File: src/rtl/cart_mem_arbiter.sv
// Serialises mapped PRG/CHR accesses onto one single-port cart memory with a
// one-deep slot per source, alternating tie-break, read-data hold and a wait timeout.
module cart_mem_arbiter #(
    parameter int AW       = 22,
    parameter int WAIT_MAX = 31
) (
    input  logic          clk,
    input  logic          reset_n,
    input  logic          enable,
    input  logic          prg_req,
    input  logic [AW-1:0] prg_addr,
    input  logic          prg_we,
    input  logic [7:0]    prg_wdata,
    input  logic          prg_allow,
    output logic [7:0]    prg_rdata,
    output logic          prg_done,
    input  logic          chr_req,
    input  logic [AW-1:0] chr_addr,
    input  logic          chr_we,
    input  logic [7:0]    chr_wdata,
    input  logic          chr_allow,
    output logic [7:0]    chr_rdata,
    output logic          chr_done,
    output logic [AW-1:0] mem_addr,
    output logic          mem_rd,
    output logic          mem_wr,
    output logic [7:0]    mem_wdata,
    input  logic [7:0]    mem_rdata,
    input  logic          mem_ack,
    output logic          overrun,
    output logic          timeout_err,
    output logic [1:0]    dbg_state
);
    // Memory handshake: mem_rd/mem_wr is a one-cycle command with mem_addr/mem_wdata
    // stable; the access completes on the single cycle mem_ack is high while in WAIT.
    typedef enum logic [1:0] {S_IDLE = 2'd0, S_ISSUE = 2'd1, S_WAIT = 2'd2} state_t;
    localparam logic PRG = 1'b0;
    localparam logic CHR = 1'b1;

    state_t             state_q, state_d;
    logic               last_q, last_d;     // last granted side, also the side in flight
    logic               cur_we_q, cur_we_d;
    logic               flush_q, flush_d;
    logic [4:0]         cnt_q, cnt_d;
    logic [1:0]         vld_q, vld_d;
    logic [1:0][AW-1:0] addr_q, addr_d;
    logic [1:0]         we_q, we_d;
    logic [1:0][7:0]    wd_q, wd_d;
    logic [1:0][7:0]    rdata_q, rdata_d;
    logic [1:0]         done_q, done_d;
    logic [AW-1:0]      maddr_q, maddr_d;
    logic [7:0]         mwd_q, mwd_d;
    logic               ovr_q, ovr_d;
    logic               tmo_q, tmo_d;

    logic [1:0]         req_v, allow_v, we_v;
    logic [1:0][AW-1:0] addr_v;
    logic [1:0][7:0]    wd_v;
    logic               ack_fin, tmo_fin, keep, gnt;

    assign req_v   = {chr_req, prg_req};
    assign allow_v = {chr_allow, prg_allow};
    assign we_v    = {chr_we, prg_we};
    assign addr_v  = {chr_addr, prg_addr};
    assign wd_v    = {chr_wdata, prg_wdata};

    assign ack_fin = (state_q == S_WAIT) && mem_ack;
    assign tmo_fin = (state_q == S_WAIT) && !mem_ack && (cnt_q == 5'(WAIT_MAX - 1));
    // A completion seen while flushed (or with enable low) is swallowed silently.
    assign keep    = (ack_fin || tmo_fin) && enable && !flush_q;
    assign gnt     = (vld_q[PRG] && vld_q[CHR]) ? ~last_q : vld_q[CHR];

    always_comb begin
        state_d  = state_q;
        last_d   = last_q;
        cur_we_d = cur_we_q;
        flush_d  = flush_q;
        cnt_d    = cnt_q;
        vld_d    = vld_q;
        addr_d   = addr_q;
        we_d     = we_q;
        wd_d     = wd_q;
        rdata_d  = rdata_q;
        done_d   = 2'b00;
        maddr_d  = maddr_q;
        mwd_d    = mwd_q;
        ovr_d    = ovr_q;
        tmo_d    = tmo_q;

        case (state_q)
            S_IDLE: begin
                flush_d = 1'b0;
                if (enable && (vld_q != 2'b00)) begin
                    last_d   = gnt;
                    cur_we_d = we_q[gnt];
                    maddr_d  = addr_q[gnt];
                    mwd_d    = wd_q[gnt];
                    state_d  = S_ISSUE;
                end
            end
            S_ISSUE: begin
                cnt_d   = 5'd0;
                state_d = enable ? S_WAIT : S_IDLE;
            end
            S_WAIT: begin
                if (!enable) flush_d = 1'b1;
                if (ack_fin || tmo_fin) begin
                    state_d = S_IDLE;
                    if (tmo_fin) tmo_d = 1'b1;
                    if (keep) begin
                        done_d[last_q] = 1'b1;
                        vld_d[last_q]  = 1'b0;
                        if (!cur_we_q) rdata_d[last_q] = ack_fin ? mem_rdata : 8'hFF;
                    end
                end else begin
                    cnt_d = cnt_q + 5'd1;
                end
            end
            default: state_d = S_IDLE;
        endcase

        if (!enable) vld_d = 2'b00;

        // Capture after completion so a slot freed this cycle can take a new request.
        for (int s = 0; s < 2; s++) begin
            if (req_v[s] && enable) begin
                if (vld_d[s]) begin
                    ovr_d = 1'b1;
                end else if (allow_v[s]) begin
                    vld_d[s]  = 1'b1;
                    addr_d[s] = addr_v[s];
                    we_d[s]   = we_v[s];
                    wd_d[s]   = wd_v[s];
                end else begin
                    done_d[s] = 1'b1;
                end
            end
        end
    end

    always_ff @(posedge clk or negedge reset_n) begin
        if (!reset_n) begin
            state_q  <= S_IDLE;
            last_q   <= PRG;
            cur_we_q <= 1'b0;
            flush_q  <= 1'b0;
            cnt_q    <= 5'd0;
            vld_q    <= 2'b00;
            addr_q   <= '0;
            we_q     <= 2'b00;
            wd_q     <= '0;
            rdata_q  <= {8'hFF, 8'hFF};
            done_q   <= 2'b00;
            maddr_q  <= '0;
            mwd_q    <= 8'h00;
            ovr_q    <= 1'b0;
            tmo_q    <= 1'b0;
        end else begin
            state_q  <= state_d;
            last_q   <= last_d;
            cur_we_q <= cur_we_d;
            flush_q  <= flush_d;
            cnt_q    <= cnt_d;
            vld_q    <= vld_d;
            addr_q   <= addr_d;
            we_q     <= we_d;
            wd_q     <= wd_d;
            rdata_q  <= rdata_d;
            done_q   <= done_d;
            maddr_q  <= maddr_d;
            mwd_q    <= mwd_d;
            ovr_q    <= ovr_d;
            tmo_q    <= tmo_d;
        end
    end

    assign mem_rd      = (state_q == S_ISSUE) && enable && !cur_we_q;
    assign mem_wr      = (state_q == S_ISSUE) && enable && cur_we_q;
    assign mem_addr    = maddr_q;
    assign mem_wdata   = mwd_q;
    assign prg_rdata   = rdata_q[PRG];
    assign chr_rdata   = rdata_q[CHR];
    assign prg_done    = done_q[PRG];
    assign chr_done    = done_q[CHR];
    assign overrun     = ovr_q;
    assign timeout_err = tmo_q;
    assign dbg_state   = state_q;
endmodule

File: config.mk
export PLATFORM = sky130hd
export DESIGN_NAME = cart_mem_arbiter
export DESIGN_NICKNAME = d
export VERILOG_FILES = /design/src/rtl/cart_mem_arbiter.sv
export SDC_FILE = /design/constraint.sdc
export NUM_CORES = 1
export LEC_CHECK = 0
export ABC_AREA = 1
export CAP_MARGIN = 15
export CORE_ASPECT_RATIO = 0.7
export CORE_MARGIN = 2
export CORE_UTILIZATION = 49
export CTS_CLUSTER_DIAMETER = 100
export DETAILED_ROUTE_END_ITERATION = 10
export PLACE_DENSITY = 0.79
export SLEW_MARGIN = 20
export SYNTH_ARGS = -nofsm -noshare
export SYNTH_HDL_FRONTEND = slang
export SYNTH_SLANG_ARGS = --single-unit
File: constraint.sdc
create_clock -name clk -period 1.8 [get_ports clk]
set_input_delay 0.36 -clock clk [delete_from_list [all_inputs] [get_ports clk]]
set_output_delay 0.36 -clock clk [all_outputs]
set_load 0.05 [all_outputs]
# [Word level (Yosys, flattened, before mapping)]
# Cells that the tools add are included.
# Widths: inputs -> output; s select.
[word_totals] register_bits=124 in_bits=78 out_inout_bits=54 elab_cells=109
[op_classes] add_sub_neg=1 n_lt_le_gt_ge=3 n_eq_ne=7 mux=44 bitwise_logic=6 n_reduce_logical=29
[ops] cell="$mux 22" count=2
[ops] cell="$mux 8" count=4
[ops] cell="$mux 1" count=21
[ops] cell="$mux 2" count=10
[ops] cell="$bwmux 16" count=1
[ops] cell="$logic_and 1x1->1" count=13
[ops] cell="$pmux 5 s2" count=1
[ops] cell="$reduce_and 3->1" count=3
[ops] cell="$demux 8 s1" count=1
[ops] cell="$reduce_and 2->1" count=4
[ops] cell="$ne 2x2->1 const B" count=3
[ops] cell="$pmux 2 s3" count=1
[ops] cell="$reduce_bool 2->1" count=3
[ops] cell="$add 5x1->5 const B" count=1
[ops] cell="$eq 5x5->1 const B" count=1
[ops] cell="$mux 5" count=1
[ops] cell="$lt 1x2->1 const B" count=2
[ops] cell="$not 1->1" count=4
[ops] cell="$reduce_and 4->1" count=1
[ops] cell="$logic_not 1->1" count=3
[ops] cell="$and 2x2->2" count=1
[ops] cell="$eq 2x1->1 const B" count=1
[ops] cell="$eq 2x2->1 const B" count=1
[ops] cell="$logic_not 2->1" count=1
[ops] cell="other kinds (6)" count=6

# [Depth between registers and ports, before layout]
[depth] depth_word=14 ltp_mapped=12 mapped_depth_nobuf=11

# [Worst setup path after synthesis]
# Ideal clock, no wire load.
[synth_timing] path_kind="reg2out" start="reg state_q[0], in the netlist dbg_state[0]" end="out mem_rd" arrival_time_ps=1679 required_ps=1440 setup_slack_ps=-239 stages_incl_launch_ff=5 path_buffers=0 cell_sequence="dfrtp_1 -> inv_2 -> nor2_1 -> nand2_1 -> nor2_1"
[synth_via] elab_chain_cells=3
[synth_rtl] element="start: declaration" line_no="40" text="state_t state_q, state_d;"
[synth_rtl] element="start signal: assignment" line_no="159" text="state_q <= state_d;"
[synth_rtl] element="$eq 2x1->1" line_no="177" text="assign mem_rd = (state_q == S_ISSUE) && enable && !cur_we_q;"
[synth_rtl] element="$logic_and 1x1->1 (2 in a row)" line_no="177"
[synth_rtl] element="end: declaration" line_no="25" text="output logic mem_rd,"
# Every way passes these cells.

# [Worst setup path after layout]
[layout_timing] start="reg state_q[1], in the netlist dbg_state[1]" end="out mem_wr"
[layout_via] elab_chain_cells=3
[layout_rtl] element="$eq 2x1->1" line_no="178" text="assign mem_wr = (state_q == S_ISSUE) && enable && cur_we_q;"
[layout_rtl] element="$logic_and 1x1->1 (2 in a row)" line_no="178"
[layout_rtl] element="end: declaration" line_no="26" text="output logic mem_wr,"
# Every way passes these cells.

==> flow_summary.yaml <==
status:
  status: "finished, final reports clean"
placement:
  numPortBuffers: 131
  gp_congestion: 0.8413
  place_inst: 872
  dp_slack_ns: -0.1609
  dp_hpwl_um: 9839
floorplan:
  die_h_um: 91.40
  dieArea_sq_um: 11780
  core_sq_um: 10470
  rows: 31
  io_pins: 132
  fp.dieW_um: 128.9
  initial_core_util_pct: 51.05
yosys:
  synth_area_sq_um: 5346
  synth-seq-area-share_pct: 58.41
  syn-mean-instance-area_sq_um: 8.765
  ys.flop_type: "dfrtp_1"
  synth_cells: 610
  synth_edf_count: 0
  yosys_warnings: 0
  async_flop_share_pct: 100.0
  ys_seq_elements: 124
  syn_nets: 690
  synth_cell_type_count: 26
clock_tree:
  clock_sinks: 124
  cts_root_buffer: "clkbuf_16"
  numCtsBuffers: 17
  cts.clk_slew.worst_paths_ns: 0.06
  clkLatencyLatePin_ns: 0.41
  cts.path.max_buffers: 2
  cts_tree: "built"
  cts.htree.levels: 4
cells_and_area:
  final_cell_mix: "nand2_1, dfrtp_1, buf_4"
  num_antenna_cells: 0
  final_core_util_pct: 73.73
  stdcell_count: 914
  final_layout_size_suffix_gt1_share_pct: 23.79
  area_growth_pct: 44.42
  final_common_cell: "nand2_1"
  layout.nets: 850
grt:
  grt_start_max_net_pins: 61
  antenna_found_initial: 0
  track_usage_pct: 25.53
  grt_pass1_vias: 4759
  grt_pass1_wl_um: 23400
  overflow: 0
timing:
  fin_crit_ns: 1.747
  fin_skew_ns: 0.007630
  period_share_pct: 97.08
  slew-limit-headroom_pct: 71.73
  fmaxAchievable_ghz: 0.5723
  fin_ws_ns: 0.05264
  drv_slew: 0
  holdWs_ns: 0.4488
  setup_viol: 0
  hold_viol_final: 0
  worst_pin_slew_ns: 0.4241
  fin_setup_tns_ns: 0
setup_path:
  worstPathArrival_ns: 1.39
  reg2reg_slack_ns: 0.06
  reg2reg_to: "addr_q[17]"
  crit-reg2reg-launch: "cnt_q[0]"
  critPathLaunch: "dbg_state[1]"
  crit_fanout: 4
  start_kind: "flip-flop"
  worstSetupEndpointType: "output port"
  crit_type: "flip-flop to output port"
  required_ns: 1.44
  reg2reg_depth: 12
routing:
  ant_nets: 0
  vias: 5025
  routedWlPerCell_um: 17.27
  viasPerCell: 5.498
  wirelength_um: 15790
  drc: 0
  dr.pass1.iters: 5
  drt_iter0_markers: 352
power:
  peakVddDrop_uv: 731.7
  leakage_uw: 0.003829
  power_density_nw_per_um2: 1316
worst_hold_path:
  hp-class: "input port to async pin"
run:
  drv_cap: 0
==> power by group <==
group,internal (uW),switching [uW],total [uW]
clock network,2350,1180,3530
registers,3400,398,3800
logic,952,1880,2830
==> cells by family (layout without fill, tap and decap cells) <==
group,Yosys count,count (layout),synth area share (%)
buf+inv,62,234,5.780
flops,124,124,58.41
compound gates,81,81,7.700
simple gates,341,341,27.64
fa+ha+maj,2,2,0.4680
==> worst max-delay path: stages, from the launching register on <==
cell and delay [ns]:
dfrtp_2 0.45, nor2_4 0.13, nand2_2 0.09, nor2_2 0.16
buf_12 0.15
==> Yosys cell counts (all sizes together) (2+ instances only) <==
| library cell | number | area (sq um) |
|---|---|---|
| a21oi | 2 | 10.01 |
| clkbuf | 17 | 63.81 |
| or2 | 8 | 50.05 |
| buf | 17 | 140.1 |
| nor3 | 3 | 26.28 |
| nand2 | 204 | 783.3 |
| o21ai | 76 | 380.4 |
| dfrtp | 108 | 2703 |
| dfstp | 16 | 420.4 |
| o31ai | 2 | 15.01 |
| nand3 | 74 | 385.4 |
| ha | 2 | 25.02 |
| nand4 | 10 | 68.81 |
| nor2 | 40 | 150.1 |
| inv | 28 | 105.1 |
==> worst max-delay path by stage <==
| stage | cells after the start | end | slack, ns |
|---|---|---|---|
| 6_report | 4 | mem_wr | 0.05 |
| 2_1_floorplan | 4 | mem_rd | -0.04 |
| 3_5_place_dp | 9 | mem_addr[4] | -0.16 |
| 4_1_cts | 4 | mem_wr | 0.02 |
| 3_3_place_gp | 8 | addr_q[32] | -0.11 |
| 5_1_grt | 12 | addr_q[18] | -0.04 |
==> layer usage <==
layer	track usage [%]	vias up	share of wire, %
li1	-	2308	-
met1	35.70	2462	44
met2	39.77	236	46
met3	6.659	19	8.6
met4	6.703	0	1.1
met5	0	-	0
==> repair_timing <==
action,4_1_cts,5_1_grt
endpoints found under the setup margin,2,64
setup buffers,1,5
gates cloned,0,4
hold endpoints to repair,13,0
pin swaps,2,6
resized for setup,4,29
hold buffers,1,0
==> through the flow <==
stage | instance area, sq um | power, uW
finish | 7721 | 10160
global route | 7721 | 10550
CTS | 7487 | 10070
detailed placement | 6847 | 6537
global placement | 6847 | 6447
floorplan | 5351 | 5445
==> final cells by class <==
class	instances	area (sq um)
clock buffers	24	501.7
clock inverters	7	110.1
fillers	755	2751
inverters	28	105.1
multi-input cells	424	2032
flip-flops and latches	124	3124
well taps	132	165.2
repair buffers	175	1683
==> state kept, by name, indices dropped and copies added (netlist names) <==
| register | count |
|---|---|
| cnt_q | 5 |
| done_q | 2 |
| mem_addr | 22 |
| we_q | 2 |
| flush_q | 1 |
| wd_q | 16 |
| cur_we_q | 1 |
| last_q | 1 |
| chr_rdata | 8 |
| addr_q | 44 |
| mem_wdata | 8 |
| vld_q | 2 |
| prg_rdata | 8 |
| dbg_state | 2 |
| timeout_err | 1 |
| overrun | 1 |
No activity file was read; power rests on OpenSTA's default activity.
